==> config.mk <==
export PLATFORM = sky130hd
export DESIGN_NAME = zero_detect_arbiter
export DESIGN_NICKNAME = d
export VERILOG_FILES = /design/src/rtl/zero_detect_arbiter.sv
export SDC_FILE = /design/constraint.sdc
export NUM_CORES = 1
export LEC_CHECK = 0
export BUFFER_PORTS_ARGS = -buffer_cell sky130_fd_sc_hd__buf_2
export CORE_MARGIN = 2
export CORE_UTILIZATION = 32
export CTS_BUF_LIST = sky130_fd_sc_hd__clkbuf_16
export DETAILED_ROUTE_END_ITERATION = 8
export HOLD_SLACK_MARGIN = 0.12
export PLACE_DENSITY = 0.8
export SYNTH_ARGS = -nofsm -noshare
export SYNTH_HDL_FRONTEND = slang
export SYNTH_SLANG_ARGS = --single-unit
==> constraint.sdc <==
create_clock -name clock -period 3.4 [get_ports clock]
set_input_delay 0.68 -clock clock [delete_from_list [all_inputs] [get_ports clock]]
set_output_delay 0.68 -clock clock [all_outputs]
set_load 0.01 [all_outputs]
==> src/rtl/zero_detect_arbiter.sv <==
// zero_detect_arbiter: shares one WIDTH-input NOR zero-detector between the
// ID-stage branch comparator (port A) and the EX-stage ALU zero path (port B).
// Port A has priority. A saturating wait counter forces port B through after
// MAX_WAIT consecutive cycles without a grant. The detector result is
// captured with the requester ID in a one-entry, stallable response buffer.
module zero_detect_arbiter #(
  parameter int unsigned WIDTH    = 32,
  parameter int unsigned MAX_WAIT = 3
) (
  input  logic             clock,
  input  logic             reset_n,
  input  logic             req_a_valid,
  input  logic [WIDTH-1:0] req_a_data,
  output logic             req_a_ready,
  input  logic             req_b_valid,
  input  logic [WIDTH-1:0] req_b_data,
  output logic             req_b_ready,
  output logic [WIDTH-1:0] nor_operand,
  input  logic             zero_in,
  input  logic             flush,
  output logic             rsp_valid,
  output logic             rsp_zero,
  output logic             rsp_id,
  input  logic             rsp_ready
);

  localparam logic [3:0] MaxWait = 4'(MAX_WAIT);

  logic       rsp_valid_q, rsp_valid_d;
  logic       rsp_zero_q,  rsp_zero_d;
  logic       rsp_id_q,    rsp_id_d;
  logic [3:0] wait_b_q,    wait_b_d;

  logic can_issue_s;
  logic force_b_s;
  logic grant_a_s;
  logic grant_b_s;

  // Grant decision: B wins when forced by starvation or when A is idle.
  // Grants are suppressed while reset is asserted so the readies read 0.
  always_comb begin
    can_issue_s = !flush && (!rsp_valid_q || rsp_ready);
    force_b_s   = req_b_valid && (wait_b_q == MaxWait);
    grant_a_s   = 1'b0;
    grant_b_s   = 1'b0;
    if (reset_n && can_issue_s) begin
      grant_b_s = req_b_valid && (force_b_s || !req_a_valid);
      grant_a_s = req_a_valid && !grant_b_s;
    end else begin
      grant_a_s = 1'b0;
      grant_b_s = 1'b0;
    end
  end

  // Detector operand mux: granted requester's data, all-zero otherwise.
  always_comb begin
    nor_operand = {WIDTH{1'b0}};
    case ({grant_b_s, grant_a_s})
      2'b10:   nor_operand = req_b_data;
      2'b01:   nor_operand = req_a_data;
      default: nor_operand = {WIDTH{1'b0}};
    endcase
  end

  // Response buffer next state: flush beats load, load beats consume.
  always_comb begin
    rsp_valid_d = rsp_valid_q;
    rsp_zero_d  = rsp_zero_q;
    rsp_id_d    = rsp_id_q;
    if (flush) begin
      rsp_valid_d = 1'b0;
    end else if (grant_a_s || grant_b_s) begin
      rsp_valid_d = 1'b1;
      rsp_zero_d  = zero_in;
      rsp_id_d    = grant_b_s;
    end else if (rsp_ready && rsp_valid_q) begin
      rsp_valid_d = 1'b0;
    end else begin
      rsp_valid_d = rsp_valid_q;
    end
  end

  // Starvation counter for B: counts ungranted cycles, including stalls.
  always_comb begin
    wait_b_d = wait_b_q;
    if (flush || grant_b_s || !req_b_valid) begin
      wait_b_d = 4'd0;
    end else if (wait_b_q < MaxWait) begin
      wait_b_d = wait_b_q + 4'd1;
    end else begin
      wait_b_d = MaxWait;
    end
  end

  // State registers with asynchronous active-low reset.
  always_ff @(posedge clock or negedge reset_n) begin
    if (!reset_n) begin
      rsp_valid_q <= 1'b0;
      rsp_zero_q  <= 1'b0;
      rsp_id_q    <= 1'b0;
      wait_b_q    <= 4'd0;
    end else begin
      rsp_valid_q <= rsp_valid_d;
      rsp_zero_q  <= rsp_zero_d;
      rsp_id_q    <= rsp_id_d;
      wait_b_q    <= wait_b_d;
    end
  end

  assign req_a_ready = grant_a_s;
  assign req_b_ready = grant_b_s;
  assign rsp_valid   = rsp_valid_q;
  assign rsp_zero    = rsp_zero_q;
  assign rsp_id      = rsp_id_q;

endmodule

==> impl_metrics.tcl <==
set metrics [dict create \
    synth_seq_cells 7 \
    viasPerCell 5.066 \
    cts_tree "built" \
    p_per_area_mw_per_mm2 265.1 \
    post-route-min-period_ps 3240 \
    htreeDepth 1 \
    reg2reg_from "wait_b_q[0]$_DFF_PN0_" \
    syn_area_per_cell_um2 7.968 \
    finalNonFillerCells 244 \
    antenna_found_initial 0 \
    dp_slack_ps 355.0 \
    gp_congestion 0.7809 \
    overflow 0 \
    rsz0062_at_grt "no" \
    async_flop_share 1.000 \
    clk_pin_slew_worst_paths_ps 40 \
    fmax_mhz 308.7 \
    core_area_mm2 0.002500 \
    r2r_slack_ps 1190 \
    cp.arrival_ps 2560 \
    synthFlopType "dfrtp_1" \
    setup_viol 0 \
    io_pins 108 \
    cts_num_sinks 7 \
    wl_per_cell_um 12.20 \
    dp_hpwl_um 2447 \
    reg2reg_to "rsp_zero$_DFFE_PN0P_" \
    skew_ps 0.8409 \
    dpl.cell_count 240 \
    ant_nets 0 \
    crit_type "flop to output port" \
    cts_buffers 3 \
    fin_util 0.6026 \
    initial_utilization 0.3378 \
    die_w_um 55.38 \
    drt_iter0_markers 51 \
    rr_worst_depth 6 \
    firstDrtPassIters 4 \
    port_buffers 107 \
    comb_power_share 0.279 \
    post_dp_cell_area_mm2 0.001425 \
    switching_power_uw 93.48 \
    outcome "complete, no violations" \
    yosysSeqAreaShare 0.2074 \
    crit_fanout 14 \
    setup_ws_ps 160.1 \
    hold_viol 0 \
    syn_inst 106 \
    synthesis.area_um2 844.6 \
    critPathCaptureType "output port" \
    slew_violations 0 \
    yosys_warnings 0 \
    hp-class "primary input to asynchronous set/reset pin" \
    power_frac_seq 0.239 \
    peakVddDrop_mv 0.3471 \
    grt_pass1_vias 1218 \
    final.setup.tns_ps 0 \
    num_rows 18 \
    p_int_uw 305.8 \
    maxCapViolations 0 \
    netSwitchingFraction 0.2341 \
    remaining_drc_errors 0 \
    num-nets-final 290 \
    vias 1236 \
    ctsLongestPathBuffers 2 \
    clk_latency_ps 230 \
    fin_area_mm2 0.001506 \
    area_growth_pct 78.37 \
    die_h_um 55.38 \
    p_leak_uw 0.0007863 \
    cp-startpoint "wait_b_q[0]$_DFF_PN0_" \
    synth.distinct_cells 22 \
    synth-edff-count 0 \
    design.die.area_mm2 0.003066 \
    p_clk_frac 0.483 \
    startpoint_type "flop" \
    grt_pass1_wl_um 4850 \
    ctsRootBufferMaster "clkbuf_16" \
    wl_um 2977 \
    worstPathRequired_ps 2720 \
    finalCritPeriodShare 0.9529 \
    grt_max_degree 33 \
    drive_gt1_frac 0.5607 \
    insertedDiodeCount 0 \
    grtUsageTotal 0.1893 \
]
-- how the worst max path moves through the flow --
| stage | endpoint | slack (ps) | depth (start not counted) |
|---|---|---|---|
| global placement | nor_operand[20] | 420 | 7 |
| floorplan | nor_operand[15] | 470 | 8 |
| global route | nor_operand[7] | 20 | 7 |
| finish | nor_operand[3] | 160 | 7 |
| detailed placement | nor_operand[13] | 350 | 7 |
| CTS | nor_operand[5] | 120 | 7 |
-- state kept, by name, indices dropped and copies added, names as in the netlist --
register   flops
rsp_valid      1
rsp_zero       1
rsp_id         1
wait_b_q       4
-- cell type report --
class                           instances  area (um^2)
Multi-Input combinational cell         88        630.6
Fill cell                             250        993.5
Inverter                                3        11.26
Sequential cell                         7        175.2
Clock buffer                            3        75.07
Timing Repair Buffer                  112        573.1
Clock inverter                          1        3.754
Tap cell                               30        37.54
-- cells by family (layout without fill, tap and decap cells) --
family / count (synthesis) / after routing / synth area share
mux: 1 / 1 / 0.01333
other cells: 1 / 2 / 0.004440
compound gates: 39 / 39 / 0.3496
flops: 7 / 7 / 0.2074
fa+ha+maj: 4 / 4 / 0.05926
simple gates: 42 / 42 / 0.3126
buf+inv: 12 / 119 / 0.05333
-- worst max-delay path: stages (launching register included) --
cell and delay, ps:
dfrtp_1 360, ha_1 180, or3b_4 390, a2111o_1 490
ha_2 440, buf_4 200, nor2b_1 130, buf_2 140
-- synth_stat cells (2+ instances only) --
library cell	instances	area [um^2]
nor2_1	2	7.510
a2111oi_0	2	17.52
nor2b_1	32	200.2
a22oi_1	32	240.2
dfrtp_1	7	175.2
nand2b_1	2	12.51
clkbuf_1	9	33.78
ha_1	4	50.05
inv_1	3	11.26
-- metal layers --
metal / GRT usage / up-vias / share of wire
met3: 0.04450 / 4 / 0.092
met4: 0.05575 / 0 / 0.0091
met2: 0.3707 / 68 / 0.51
met5: 0 / - / 0
met1: 0.1951 / 560 / 0.39
li1: - / 604 / -
-- cells in the final DEF, fill, tap and decap left out --
cell and instances:
buf_2 107, a22oi_1 32, nor2b_1 32, dfrtp_1 7, buf_4 5, inv_1 4, ha_1 3, clkbuf_16 3
nand2b_1 2, nor2_1 2, a2111oi_0 2, conb_1 2, or3b_4 1, and2b_4 1, a2111o_1 1, or2_0 1
and3_1 1, nand3_1 1, nor3_1 1, a211oi_1 1, a21oi_1 1, mux2_2 1, o21ai_0 1, o21ai_2 1
ha_2 1
-- power groups by stage --
stage | registers, uW | logic [uW] | clock network [uW]
after floorplan | 98.2 | 46.7 | 0
after global placement | 95.5 | 109 | 0
after detailed placement | 96.1 | 111 | 0
after CTS | 95.3 | 112 | 196
after global routing | 96.3 | 123 | 203
final | 95.3 | 111 | 193
-- timing repair --
| action | in CTS | in global routing |
|---|---|---|
| gates resized for setup | 0 | 1 |
| endpoints found under the setup margin | 0 | 9 |
| hold buffers | 0 | 0 |
| setup buffers | 0 | 0 |
-- through the flow --
stage	hold slack, ps	total power [uW]
4_1_cts	286.7	403.8
3_5_place_dp	501.0	207.4
3_3_place_gp	482.0	204.8
5_1_grt	292.6	421.8
2_1_floorplan	384.4	144.9
6_report	285.5	399.3
Power figures use the tool's default switching activity.
